[config.mk]
export PLATFORM = sky130hd
export DESIGN_NAME = sd_card_emu
export DESIGN_NICKNAME = d
export VERILOG_FILES = /design/src/rtl/sd_card_pkg.sv /design/src/rtl/sd_crc16.sv /design/src/rtl/sd_card_emu.sv
export SDC_FILE = /design/constraint.sdc
export NUM_CORES = 1
export LEC_CHECK = 0
export CORE_MARGIN = 4
export CORE_UTILIZATION = 53
export DETAILED_ROUTE_END_ITERATION = 8
export PLACE_DENSITY = 0.78
export SLEW_MARGIN = 0
export SYNTH_ARGS = -nofsm -noshare
export SYNTH_HDL_FRONTEND = slang
export SYNTH_SLANG_ARGS = --single-unit
[constraint.sdc]
create_clock -name clk -period 8.2 [get_ports clk]
set_input_delay 1.64 -clock clk [delete_from_list [all_inputs] [get_ports clk]]
set_output_delay 1.64 -clock clk [all_outputs]
set_load 0.005 [all_outputs]
[src/rtl/sd_card_pkg.sv]
// sd_card_pkg: shared constants and state encoding for the SPI-mode SD card emulator.
//   Holds command indices, R1 response codes, the data start token, CRC constants
//   and the byte-level state machine encoding.
package sd_card_pkg;

   localparam int unsigned ADDR_W  = 24;
   localparam int unsigned BLK_W   = 15;   // arg[23:9]: block part of the byte address
   localparam int unsigned CNT_W   = 10;
   localparam int unsigned BUSY_W  = 8;

   localparam logic [5:0] CMD0  = 6'd0;
   localparam logic [5:0] CMD1  = 6'd1;
   localparam logic [5:0] CMD17 = 6'd17;

   localparam logic [7:0] R1_READY    = 8'h00;
   localparam logic [7:0] R1_IDLE     = 8'h01;
   localparam logic [7:0] R1_ILLEGAL  = 8'h04;
   localparam logic [7:0] R1_ILL_IDLE = 8'h05;
   localparam logic [7:0] TOKEN_START = 8'hFE;
   localparam logic [7:0] FILL_BYTE   = 8'hFF;

   localparam logic [15:0] CRC_POLY = 16'h1021;
   localparam logic [15:0] CRC_INIT = 16'h0000;

   typedef enum logic [2:0] {
      ST_IDLE, ST_CMD, ST_NCR, ST_R1, ST_DWAIT, ST_TOKEN, ST_DATA, ST_CRC
   } state_t;

endpackage

[src/rtl/sd_crc16.sv]
// sd_crc16: byte-serial CRC16-CCITT (poly 0x1021, init 0x0000), MSB first.
//   i_clear : restart the checksum
//   i_en    : fold i_data into the checksum this clk
//   o_crc   : running checksum
module sd_crc16
   import sd_card_pkg::*;
(
   input  logic        clk,
   input  logic        reset,
   input  logic        i_clear,
   input  logic        i_en,
   input  logic [7:0]  i_data,
   output logic [15:0] o_crc
);

   logic [15:0] r_crc;

   function automatic logic [15:0] crc_byte(input logic [15:0] c, input logic [7:0] d);
      logic [15:0] r;
      r = c ^ {d, 8'h00};
      for (int i = 0; i < 8; i++)
         r = r[15] ? ({r[14:0], 1'b0} ^ CRC_POLY) : {r[14:0], 1'b0};
      return r;
   endfunction

   always_ff @(posedge clk or posedge reset) begin
      if (reset)        r_crc <= CRC_INIT;
      else if (i_clear) r_crc <= CRC_INIT;
      else if (i_en)    r_crc <= crc_byte(r_crc, i_data);
   end

   assign o_crc = r_crc;

endmodule

[src/rtl/sd_card_emu.sv]
// sd_card_emu: SPI-mode SD card emulator answering CMD0, CMD1 and CMD17 single-block
// reads from an external byte-wide backing store.
//   clk, reset            : system clock, asynchronous active-high reset
//   spi_cs/clk/di, spi_do : host SPI bus (mode 0), sampled through 2-FF synchronizers
//   mem_address/read/data : backing store, data valid 1 clk after the read strobe
//   initialized           : set once CMD1 has answered 0x00
//   read_count            : CMD17 data blocks started (wraps)
// Build option SD_CARD_EMU_CRC_EN: real CRC16 on data blocks, otherwise 0xFFFF is sent.
module sd_card_emu
   import sd_card_pkg::*;
#(
   parameter int unsigned INIT_BUSY_COUNT = 2,
   parameter int unsigned DATA_DELAY      = 1
)(
   input  logic              clk,
   input  logic              reset,
   input  logic              spi_cs,
   input  logic              spi_clk,
   input  logic              spi_di,
   output logic              spi_do,
   output logic [ADDR_W-1:0] mem_address,
   output logic              mem_read,
   input  logic [7:0]        mem_data,
   output logic              initialized,
   output logic [7:0]        read_count
);

   logic [1:0]        r_cs_sync, r_clk_sync, r_di_sync;
   logic              r_clk_q;
   logic [2:0]        r_bit_cnt;
   logic [6:0]        r_rx;
   logic [7:0]        r_tx, r_tx_nxt, r_r1, r_read_cnt;
   state_t            r_state;
   logic [CNT_W-1:0]  r_cnt;
   logic [5:0]        r_cmd;
   logic [BLK_W-1:0]  r_blk;
   logic [BUSY_W-1:0] r_busy;
   logic              r_init, r_mem_read, r_rd_d;
   logic [ADDR_W-1:0] r_mem_addr;

   logic       w_cs, w_sclk, w_di, w_rise, w_fall, w_byte_done;
   logic [7:0] w_byte;
   logic [15:0] w_crc;

   // Input synchronizers; idle values keep the card deselected out of reset
   always_ff @(posedge clk or posedge reset) begin
      if (reset) begin
         r_cs_sync  <= 2'b11;
         r_clk_sync <= 2'b00;
         r_di_sync  <= 2'b11;
         r_clk_q    <= 1'b0;
      end else begin
         r_cs_sync  <= {r_cs_sync[0], spi_cs};
         r_clk_sync <= {r_clk_sync[0], spi_clk};
         r_di_sync  <= {r_di_sync[0], spi_di};
         r_clk_q    <= r_clk_sync[1];
      end
   end

   assign w_cs        = r_cs_sync[1];
   assign w_sclk      = r_clk_sync[1];
   assign w_di        = r_di_sync[1];
   assign w_rise      = w_sclk & ~r_clk_q;
   assign w_fall      = ~w_sclk & r_clk_q;
   assign w_byte      = {r_rx, w_di};
   assign w_byte_done = w_rise & (r_bit_cnt == 3'd7);

`ifdef SD_CARD_EMU_CRC_EN
   // Checksum restarts while the token goes out and folds in each fetched data byte
   sd_crc16 u_crc (
      .clk     (clk),
      .reset   (reset),
      .i_clear (r_state == ST_TOKEN),
      .i_en    (r_rd_d),
      .i_data  (mem_data),
      .o_crc   (w_crc)
   );
`else
   assign w_crc = 16'hFFFF;
`endif

   // Byte-level protocol FSM; r_state names the byte currently on the wire and
   // r_tx_nxt is the byte loaded on the falling edge that follows its 8th rising edge.
   always_ff @(posedge clk or posedge reset) begin
      if (reset) begin
         r_state    <= ST_IDLE;
         r_bit_cnt  <= 3'd0;
         r_rx       <= 7'd0;
         r_tx       <= FILL_BYTE;
         r_tx_nxt   <= FILL_BYTE;
         r_r1       <= FILL_BYTE;
         r_cnt      <= '0;
         r_cmd      <= 6'd0;
         r_blk      <= '0;
         r_busy     <= '0;
         r_init     <= 1'b0;
         r_read_cnt <= 8'd0;
         r_mem_read <= 1'b0;
         r_rd_d     <= 1'b0;
         r_mem_addr <= '0;
      end else begin
         r_mem_read <= 1'b0;
         r_rd_d     <= r_mem_read;
         if (w_cs) begin
            r_state   <= ST_IDLE;
            r_bit_cnt <= 3'd0;
            r_tx      <= FILL_BYTE;
            r_tx_nxt  <= FILL_BYTE;
            r_cnt     <= '0;
         end else begin
            if (r_rd_d) r_tx_nxt <= mem_data;
            if (w_fall) begin
               if (r_bit_cnt == 3'd0) r_tx <= r_tx_nxt;
               else                   r_tx <= {r_tx[6:0], 1'b1};
            end
            if (w_rise) begin
               r_rx      <= w_byte[6:0];
               r_bit_cnt <= r_bit_cnt + 3'd1;
            end
            if (w_byte_done) begin
               case (r_state)
                  ST_IDLE: if (w_byte[7:6] == 2'b01) begin
                     r_state <= ST_CMD;
                     r_cmd   <= w_byte[5:0];
                     r_cnt   <= CNT_W'(1);
                  end
                  ST_CMD: begin
                     if (r_cnt == CNT_W'(2)) r_blk[14:7] <= w_byte;
                     if (r_cnt == CNT_W'(3)) r_blk[6:0]  <= w_byte[7:1];
                     if (r_cnt == CNT_W'(5)) begin
                        r_state <= ST_NCR;
                        r_cnt   <= '0;
                        // Response and its side effects are decided once the frame is complete
                        case (r_cmd)
                           CMD0: begin
                              r_r1   <= R1_IDLE;
                              r_init <= 1'b0;
                              r_busy <= '0;
                           end
                           CMD1: if (r_busy < BUSY_W'(INIT_BUSY_COUNT)) begin
                              r_r1   <= R1_IDLE;
                              r_busy <= r_busy + BUSY_W'(1);
                           end else begin
                              r_r1   <= R1_READY;
                              r_init <= 1'b1;
                           end
                           CMD17:   r_r1 <= r_init ? R1_READY : R1_ILL_IDLE;
                           default: r_r1 <= R1_ILLEGAL | {7'd0, ~r_init};
                        endcase
                     end else begin
                        r_cnt <= r_cnt + CNT_W'(1);
                     end
                  end
                  ST_NCR: begin
                     r_state  <= ST_R1;
                     r_tx_nxt <= r_r1;
                  end
                  ST_R1: if (r_cmd == CMD17 && r_r1 == R1_READY) begin
                     r_cnt <= '0;
                     if (DATA_DELAY == 0) begin
                        r_state    <= ST_TOKEN;
                        r_tx_nxt   <= TOKEN_START;
                        r_read_cnt <= r_read_cnt + 8'd1;
                     end else begin
                        r_state  <= ST_DWAIT;
                        r_tx_nxt <= FILL_BYTE;
                     end
                  end else begin
                     r_state  <= ST_IDLE;
                     r_tx_nxt <= FILL_BYTE;
                  end
                  ST_DWAIT: if (r_cnt == CNT_W'(DATA_DELAY - 1)) begin
                     r_state    <= ST_TOKEN;
                     r_tx_nxt   <= TOKEN_START;
                     r_read_cnt <= r_read_cnt + 8'd1;
                  end else begin
                     r_cnt    <= r_cnt + CNT_W'(1);
                     r_tx_nxt <= FILL_BYTE;
                  end
                  ST_TOKEN: begin
                     r_state    <= ST_DATA;
                     r_cnt      <= '0;
                     r_mem_read <= 1'b1;
                     r_mem_addr <= {r_blk, 9'd0};
                  end
                  ST_DATA: if (r_cnt == CNT_W'(511)) begin
                     r_state  <= ST_CRC;
                     r_cnt    <= '0;
                     r_tx_nxt <= w_crc[15:8];
                  end else begin
                     r_cnt      <= r_cnt + CNT_W'(1);
                     r_mem_read <= 1'b1;
                     r_mem_addr <= {r_blk, 9'(r_cnt + CNT_W'(1))};
                  end
                  ST_CRC: if (r_cnt == '0) begin
                     r_cnt    <= CNT_W'(1);
                     r_tx_nxt <= w_crc[7:0];
                  end else begin
                     r_state  <= ST_IDLE;
                     r_tx_nxt <= FILL_BYTE;
                  end
                  default: r_state <= ST_IDLE;
               endcase
            end
         end
      end
   end

   assign spi_do      = r_tx[7];
   assign mem_address = r_mem_addr;
   assign mem_read    = r_mem_read;
   assign initialized = r_init;
   assign read_count  = r_read_cnt;

endmodule

== After elaboration in Yosys (flattened, before gate mapping) ==
Index checks and enable logic that the tools add are counted.

* Word-level logic and storage cells: 124
* Flip-flop bits (word level): 118
* Bits of input ports: 13
* Output and inout port bits: 35

* Mux-type cells: 42
* $add $sub $neg: 4
* Reduce and logical (&&, ||, !) cells: 24
* Equal/unequal tests: 26
* Bitwise operators: 7
* Magnitude comparators: 1

{| class="wikitable"
|+ Operators with widths
! kind !! count
|-
| $mux W10 || 8
|-
| $pmux W10 S7 || 1
|-
| $mux W8 || 8
|-
| $pmux W24 S2 || 1
|-
| $mux W3 || 11
|-
| $pmux W8 S4 || 1
|-
| $mux W24 || 1
|-
| $ne A3 B3 Y1 const B || 8
|-
| $pmux W3 S8 || 1
|-
| $reduce_and A4 Y1 || 6
|-
| $reduce_and A6 Y1 || 4
|-
| $eq A10 B2 Y1 const B || 2
|-
| $add A8 B1 Y8 const B || 2
|-
| $pmux W8 S2 || 1
|-
| $eq A3 B3 Y1 const B || 5
|-
| $add A10 B1 Y10 const B || 1
|-
| $eq A10 B3 Y1 const B || 1
|-
| $eq A10 B9 Y1 const B || 1
|-
| $logic_not A10 Y1 || 1
|-
| $reduce_bool A2 Y1 || 5
|-
| $pmux W3 S3 || 1
|-
| $logic_not A8 Y1 || 1
|-
| $lt A8 B2 Y1 const B || 1
|-
| $reduce_bool A8 Y1 || 1
|-
| other kinds (16) || 31
|}

== Depth between registers and ports, before layout ==
Gate-level depths: netlist of run 1.

* Depth after elaboration: 6
* Gate-level depth with buffers: 10

== Worst setup path before layout of run 1 ==
OpenSTA, ideal clock, no wires.

* Kind: register to output
* From: register r_tx[7]
* To: output port spi_do
* Arrival time: 510 ps
* Stages on the path, launching flop included: 1
* Data required time: 6,560 ps
* Slack: 6,050 ps
* Buffers on the path: 0
* Path through: dfstp_2

{| class="wikitable"
|+ RTL lines
! element !! line !! source
|-
| start: declaration || sd_card_emu.sv:32 || <nowiki>logic [7:0] r_tx, r_tx_nxt, r_r1, r_read_cnt;</nowiki>
|-
| start signal: assignment || sd_card_emu.sv:113 || <nowiki>if (r_bit_cnt == 3'd0) r_tx <= r_tx_nxt;</nowiki>
|-
| start signal: assignment || sd_card_emu.sv:114 || <nowiki>else r_tx <= {r_tx[6:0], 1'b1};</nowiki>
|-
| end: declaration || sd_card_emu.sv:20 || <nowiki>output logic spi_do,</nowiki>
|}

No word-level cell between the ends.

== Worst setup path in the final report of run 1 ==
* From: register r_tx[7]
* To: output port spi_do

No word-level cell between the ends.

==> out/qor.yml, run 1 <==
num_vias: 3841
synth-main-ff-cell: "dfrtp_1"
dr.first_iter.drc_count: 245
min_delay_path_depth: 0
wl_mm: 10.9
status: "completed"
min_to: "r_cs_sync[1]$_DFF_PP1_"
power_frac_clock_pct: 53.4
root_buffer: "clkbuf_8"
worst_pin_slew_ns: 1.09
dp_hpwl_mm: 7.11
ios: 48
p_leak_nw: 2.80
yosysTopAreaCell: "dfrtp_1"
core_mm2: 0.00937
grt_overflow: 0
rsz0062_at_grt: "no"
clkTransAtPathRegs_ns: 0.06
numCtsBuffers: 17
ff2ff_path_depth: 7
ctsResizeCount: 0
worstPathCellList: "clkdlybuf4s50_1"
async_reset_ff_share_pct: 100
r2r-end: "mem_address[9]$_DFFE_PP0P_"
drt.antenna.violating_nets: 0
synth-seq-area-share_pct: 55.2
p_comb_share_pct: 3.6
syn-cell-area_mm2: 0.00517
grt_use_total_pct: 20.7
yosysWarnings: 0
path_max_fanout: 2
clockBufferDepth: 2
grt_pass1_vias: 3879
syn-num-nets: 503
cts_max_level: 4
pwr_density_cell_mw_per_mm2: 221
cap_viol_max_count: 0
reg2reg_setup_slack_ns: 5.29
avgRoutedWirePerCell_um: 16.2
grt_pass1_wl_mm: 18.9
required_ns: 6.56
tns_ns: 0
drive_gt1_share_pct: 17.2
avgSynthCellArea_um2: 10.8
die_width_um: 107
synth_cell_types: 60
synth_top_cell_area_share_pct: 43.5
drc_errors: 0
cp.depth: 1
cpMaxStageDelayCell: "dfstp_2"
ir_drop_v: 0.000172
min_path_type: "flip-flop to flip-flop"
synth_edf_count: 0
vias_per_cell: 5.72
critical-path-max-stage-delay_ns: 0.53
seqPwrFrac_pct: 43.1
worstPathArrival_ns: 1.52
finalPower_mw: 1.40
cts_tree: "yes"
fp.dieH_um: 107
dieArea_mm2: 0.0114
detailedRoute.firstPassIterationCount: 4
endpoint_kind: "output pin"
clkLatencyLatePin_ns: 0.51
cts_hold_buf: 0
start_util_pct: 55.2
path_buf_inv: 1
areaGrowthSynthToFinish_pct: 22.2
crit_type: "flip-flop to output pin"
cpLargestDelayFamily: "flip-flops"
io_buffers: 47
switchingPower_mw: 0.320
fillCellCount: 703
gp_congestion: 0.928
crit_path_start_kind: "flip-flop"
p_int_mw: 1.08
relSlewSlack_pct: 27.1
swShare_pct: 22.9
grt_max_degree: 91
min-delay-start: "r_cs_sync[0]$_DFF_PP1_"
max_freq_ghz: 0.316
synth-seq-cells: 113
r2r_start: "r_cnt[0]$_DFFE_PP0P_"
hold_viol_final: 0
setup_viol: 0
cts.sinks: 113
final_nets: 551
placementRows: 35
diodes: 0
slew_violations: 0
fin_crit_sh_pct: 38.6
cts_setup_buffers: 0
syn_inst: 481
period_minus_slack_ns: 3.16
synth_area_leaders: "dfrtp_1 (44%), dfstp_2 (12%), nand2_1 (6.3%)"
skew_ns: 0.00901
antenna_found_initial: 0
==> worst max path at each step <==
stage	startpoint	to	slack, ns
6_report	r_tx[7]$_DFFE_PP1P_	spi_do	5.04
5_1_grt	read_count[2]$_DFFE_PP0P_	read_count[2]	4.97
4_1_cts	r_tx[7]$_DFFE_PP1P_	spi_do	5.01
3_5_place_dp	reset	read_count[7]$_DFFE_PP0P_	4.77
3_3_place_gp	reset	read_count[7]$_DFFE_PP0P_	4.79
2_1_floorplan	reset	initialized$_DFFE_PP0P_	3.61
==> state kept, by name (all words and copies together) (netlist names), 6 cells and up <==
register	count
r_cnt	10
read_count	8
r_tx	8
r_blk	15
r_tx_nxt	8
r_busy	8
r_cmd	6
mem_address	24
r_rx	7
==> logic make-up after synthesis <==
kind of cell	share of synthesized area [%]
buffers and inverters	2.78
xor gates and xnor gates	2.71
and+or+nand+nor	19.3
muxes	8.06
DFF	55.2
AOI/OAI and AO/OA	9.75
adders and majority gates	2.18
==> per-layer routing <==
metal / track usage (%) / routed length [um]
met1: 27.4 / 4720
met2: 33.4 / 5470
met3: 5.24 / 469
met4: 7.31 / 219
met5: 0 / 0
==> power groups by stage <==
| stage | Sequential, mW | Combinational (mW) | Clock (mW) |
|---|---|---|---|
| 2_1_floorplan | 0.599 | 0.0367 | 0 |
| 3_3_place_gp | 0.608 | 0.0479 | 0 |
| 3_5_place_dp | 0.609 | 0.0505 | 0 |
| 4_1_cts | 0.601 | 0.0508 | 0.754 |
| 5_1_grt | 0.604 | 0.0556 | 0.780 |
| 6_report | 0.601 | 0.0497 | 0.745 |
==> cell type report <==
cell class,count,area [um^2],area share (%)
multi-input combinational,337,2170,34.4
clock buffer,18,428,6.77
sequential,113,2860,45.2
clock inverter,14,178,2.81
tap,129,161,2.55
timing repair buffer,48,478,7.56
inverter,12,47.5,0.752
==> cells in the mapped netlist (all sizes together) (10+ instances only) <==
library cell / number
xnor2: 10
buf: 12
mux2: 29
nand3: 13
o21ai: 23
dfstp: 23
a21oi: 13
dfrtp: 90
nor2b: 10
inv: 12
nand4: 14
nand2: 87
nor2: 28
==> layout by cell type, fill, tap and decap left out, types with 11 or more instances in the layout <==
cell type         n
dfstp_2          23
nand2_1          87
inv_1            11
a21oi_1          13
o21ai_0          23
mux2_2           28
nor2_1           28
clkdlybuf4s50_1  47
nand4_1          14
dfrtp_1          90
clkbuf_16        16
nand3_1          13
==> through the flow <==
step	util [%]	cell area [um^2]	instances	hold slack [ns]	setup WS, ns
floorplan	-	5170	481	0.331	3.61
global placement	61.0	5720	639	0.341	4.79
detailed placement	61.0	5720	639	0.349	4.77
CTS	67.4	6320	671	0.358	5.01
global route	67.4	6320	671	0.356	4.97
finish	67.4	6320	671	0.358	5.04
(Power assumes the default switching activity.)
==> inputs of run 2 (changes only) <==
==> constraint.sdc (replaced) <==
create_clock -name clk -period 3 [get_ports clk]
set_input_delay 0.6 -clock clk [delete_from_list [all_inputs] [get_ports clk]]
set_output_delay 0.6 -clock clk [all_outputs]
set_load 0.005 [all_outputs]
==> run 2 against run 1 <==
Register-to-register slack worse by 4.8 ns; hold slack worse by 0.011 ns; global-route usage is 1.0 points higher; design area is 0.63% higher; combinational power grew to 3.0 times the previous value; highest routed layer unchanged; clock-buffer cell count is 4 higher; sequential power grew to 2.7 times the previous value.
==> out/qor.yml, run 2 (synthesis gave the netlist of run 1 again) <==
period_minus_slack_ns: 2.50
skew_ns: 0.0101
ctsResizeCount: 0
gp_congestion: 0.941
num_vias: 3927
grt_overflow: 0
setup_viol: 0
tns_ns: 0
worstPathArrival_ns: 2.88
die_width_um: 107
min_delay_path_depth: 0
worst_pin_slew_ns: 0.644
min_path_type: "flip-flop to flip-flop"
max_freq_ghz: 0.399
cts_setup_buffers: 0
holdWs_ns: 0.347
cts_max_level: 4
ff2ff_path_depth: 6
antenna_found_initial: 0
final_common_cell: "dfrtp_1"
clockBufferDepth: 2
core_mm2: 0.00937
fp.dieH_um: 107
drc_errors: 0
placedCellCount: 643
dr.first_iter.drc_count: 218
drive_gt1_share_pct: 17.4
min-delay-start: "r_clk_sync[0]$_DFF_PP0_"
clkLatencyLatePin_ns: 0.52
pre_cts_ws_ns: 0.552
final_nets: 555
areaGrowthSynthToFinish_pct: 23.0
dp_hpwl_mm: 7.65
avgRoutedWirePerCell_um: 16.9
numCtsBuffers: 17
hold_viol_final: 0
largest_reg_flops: 24
path_max_fanout: 7
final_design_area_no_fill_mm2: 0.00636
finalPower_mw: 3.76
cts_hold_buf: 0
diodes: 0
crit_type: "flip-flop to flip-flop"
relSlewSlack_pct: 57.0
grt_use_total_pct: 21.7
vias_per_cell: 5.82
r2r-end: "r_cnt[9]$_DFFE_PP0P_"
fillCellCount: 702
crit_path_start_kind: "flip-flop"
dieArea_mm2: 0.0114
grt_pass1_vias: 3965
detailedRoute.firstPassIterationCount: 5
fin_util_pct: 67.9
start_util_pct: 55.2
required_ns: 3.38
cap_viol_max_count: 0
fin_crit_sh_pct: 83.5
ios: 48
place_area_mm2: 0.00577
status: "completed"
pwr_density_cell_mw_per_mm2: 591
io_buffers: 47
min_to: "r_clk_sync[1]$_DFF_PP0_"
p_leak_nw: 2.81
r2r_start: "r_cnt[0]$_DFFE_PP0P_"
fin_cells: 675
cts.sinks: 113
drt.antenna.violating_nets: 0
root_buffer: "clkbuf_8"
final_cell_mix: "dfrtp_1 (90), nand2_1 (87), clkdlybuf4s50_1 (47), nor2_1 (28), mux2_2 (28)"
grt_max_degree: 48
reg2reg_setup_slack_ns: 0.50
endpoint_kind: "flip-flop"
cts_tree: "yes"
grt_pass1_wl_mm: 19.6
placementRows: 35
slew_violations: 0
wl_mm: 11.4
setup_slack_ns: 0.496
clkTransAtPathRegs_ns: 0.06
ir_drop_v: 0.000400
rsz0062_at_grt: "no"
[run 2: how the worst max path moves through the flow]
stage,from,to,slack (ns),cells after the start
2_1_floorplan,r_cnt[0]$_DFFE_PP0P_,mem_address[10]$_DFFE_PP0P_,0.89,10
3_3_place_gp,r_bit_cnt[0]$_DFFE_PP0P_,r_blk[7]$_DFFE_PP0P_,0.69,7
3_5_place_dp,r_cnt[0]$_DFFE_PP0P_,r_cnt[9]$_DFFE_PP0P_,0.55,6
4_1_cts,r_cnt[0]$_DFFE_PP0P_,r_cnt[9]$_DFFE_PP0P_,0.55,6
5_1_grt,r_cnt[0]$_DFFE_PP0P_,r_cnt[9]$_DFFE_PP0P_,0.32,6
6_report,r_cnt[0]$_DFFE_PP0P_,r_cnt[9]$_DFFE_PP0P_,0.50,6
[run 2: report_power, final]
part / internal, mW / switching [mW]
logic: 0.0681 / 0.0784
clock network: 1.26 / 0.716
registers: 1.58 / 0.0626
[run 2: worst max-delay path: stages, from the launching register on]
cell and delay (ns):
dfrtp_1 0.46, ha_1 0.35, nand4_1 0.20, o311ai_1 0.57
nand3_1 0.33, nand3_1 0.29, o221ai_1 0.15
[run 2: final cells by class]
class	instances	area [um^2]	share of cell area, %
sequential	113	2860	44.9
clock inverter	10	126	1.99
multi-input combinational	337	2170	34.1
clock buffer	22	463	7.28
inverter	12	48.8	0.767
timing repair buffer	52	533	8.38
tap	129	161	2.54
[run 2: routing by layer]
metal	vias up	share of wire [%]	global-route usage (%)
met5	-	0	0
met1	1916	42	28.5
met3	34	5.6	5.48
met2	147	50	35.0
li1	1830	-	-
met4	0	2.8	8.13
==> inputs of run 3 (changes only) <==
==> constraint.sdc (replaced) <==
create_clock -name clk -period 2.6 [get_ports clk]
set_input_delay 0.52 -clock clk [delete_from_list [all_inputs] [get_ports clk]]
set_output_delay 0.52 -clock clk [all_outputs]
set_load 0.005 [all_outputs]
==> run 3 against run 2 <==
Register-to-register slack worse by 0.34 ns; wire length increased by 0.45%; sequential power increased by 16%; design area rose by 0.30%; first-iteration DRC count up 0.92%; combinational power grew 14%; critical path depth down 1; critical path type unchanged; largest cell class unchanged; largest power group unchanged.
==> out/qor.yml, run 3 (synthesis gave the netlist of run 1 again) <==
dp_hpwl_mm: 7.66
cts.sinks: 113
core_mm2: 0.00937
ios: 48
io_buffers: 47
cap_viol_max_count: 0
worstPathArrival_ns: 2.83
crit_path_start: "r_cnt[4]$_DFFE_PP0P_"
holdWs_ns: 0.336
place_area_mm2: 0.00580
grt_use_met3_pct: 4.94
r2r_start: "r_cnt[4]$_DFFE_PP0P_"
power_frac_clock_pct: 52.5
seqPwrFrac_pct: 43.6
reg2reg_setup_slack_ns: 0.15
placementRows: 35
gp_congestion: 0.909
drt.antenna.violating_nets: 0
crit_type: "flip-flop to flip-flop"
areaGrowthSynthToFinish_pct: 23.3
start_util_pct: 55.2
status: "completed"
final_nets: 560
required_ns: 2.98
path_max_fanout: 8
switchingPower_mw: 0.989
busiest_layer: "met2"
final_common_cell: "dfrtp_1"
final_design_area_no_fill_mm2: 0.00638
clockBufferDepth: 2
gr-usage-met1_pct: 28.9
hold_viol_final: 0
pwr_density_cell_mw_per_mm2: 681
drc_errors: 0
period_minus_slack_ns: 2.45
cts_max_level: 4
skew_ns: 0.0105
fp.dieH_um: 107
relSlewSlack_pct: 60.0
avgRoutedWirePerCell_um: 16.9
dieArea_mm2: 0.0114
grt_pass1_wl_mm: 19.8
endpoint_kind: "flip-flop"
detailedRoute.firstPassIterationCount: 5
wl_mm: 11.5
max_freq_ghz: 0.409
numCtsBuffers: 17
num_vias: 3940
p_int_mw: 3.36
p_leak_nw: 2.83
min_path_type: "input pin to async pin"
grt_use_total_pct: 21.8
cts_hold_buf: 0
die_width_um: 107
fin_crit_sh_pct: 94.1
setup_viol: 0
fin_util_pct: 68.1
grt_pass1_vias: 3937
dr.first_iter.drc_count: 220
slew_violations: 0
worst_pin_slew_ns: 0.598
cts_setup_buffers: 0
crit_end: "r_cnt[5]$_DFFE_PP0P_"
ff2ff_path_depth: 5
vias_per_cell: 5.79
met2_usage_pct: 35.3
p_comb_share_pct: 3.8
grt_overflow: 0
rsz0062_at_grt: "yes"
r2r-end: "r_cnt[5]$_DFFE_PP0P_"
root_buffer: "clkbuf_8"
fillCellCount: 692
finalPower_mw: 4.35
final_cell_mix: "dfrtp_1 (90), nand2_1 (87), clkdlybuf4s50_1 (47), nor2_1 (28), mux2_2 (28)"
ir_drop_v: 0.000352
grt_max_degree: 47
diodes: 0
drive_gt1_share_pct: 18.1
clkLatencyLatePin_ns: 0.52
cts_tree: "yes"
clkTransAtPathRegs_ns: 0.06
tns_ns: 0
crit_path_start_kind: "flip-flop"
antenna_found_initial: 0
swShare_pct: 22.8
largest_reg_flops: 24
==> run 3: changes by cell type in the layout (fill, tap and decap cells not counted) <==
cell,change
buf_4,+6
clkbuf_8,-3
clkinv_2,+3
clkinv_4,-2
buf_12,-1
bufinv_16,+1
clkinvlp_4,+1
==> run 3: metrics by stage <==
step / setup slack [ns] / std cells
after global placement: 0.292 / 648
after CTS: 0.175 / 680
after detailed placement: 0.221 / 648
after global routing: -0.0299 / 680
final: 0.154 / 680
after floorplan: 0.494 / 481
==> run 3: layer usage <==
layer / up-vias / share of wire, %
met5: - / 0
met4: 0 / 1.4
met3: 19 / 4.8
met2: 129 / 50
met1: 1965 / 44
li1: 1827 / -
==> run 3: how the worst min path moves through the flow <==
stage,startpoint,to,slack [ns],cells after the start
2_1_floorplan,r_clk_sync[0]$_DFF_PP0_,r_clk_sync[1]$_DFF_PP0_,0.33,0
3_3_place_gp,r_clk_sync[0]$_DFF_PP0_,r_clk_sync[1]$_DFF_PP0_,0.34,0
3_5_place_dp,r_clk_sync[0]$_DFF_PP0_,r_clk_sync[1]$_DFF_PP0_,0.34,0
4_1_cts,reset,r_clk_q$_DFF_PP0_,0.34,2
5_1_grt,reset,r_clk_sync[1]$_DFF_PP0_,0.35,2
6_report,reset,r_clk_sync[1]$_DFF_PP0_,0.34,2
==> run 3: layout make-up <==
type                    count  area (um^2)  area share, %
flip-flops and latches    113         2860           44.8
multi-input cells         337         2170           34.0
repair buffers             57          558           8.75
clock buffers              19          422           6.61
clock inverters            13          161           2.53
well taps                 129          161           2.53
inverters                  12         48.8          0.765
==> run 3: power groups by stage <==
stage | registers [mW] | clock network, mW | logic (mW)
detailed placement | 1.93 | 0 | 0.168
finish | 1.90 | 2.28 | 0.167
floorplan | 1.89 | 0 | 0.116
global route | 1.91 | 2.41 | 0.187
CTS | 1.90 | 2.31 | 0.169
global placement | 1.92 | 0 | 0.163
==> run 3: worst max-delay path, stage by stage (launching register included) <==
cell and delay [ns]:
dfrtp_1 0.48, nor4_4 0.52, and3_1 0.39, o32ai_2 0.19, nor2_1 0.52, o221ai_1 0.21
==> run 3: timing repair <==
action                     in CTS  in global routing
setup endpoints to repair       0                  1
gates resized for setup         0                  0
hold endpoints to repair        0                  0
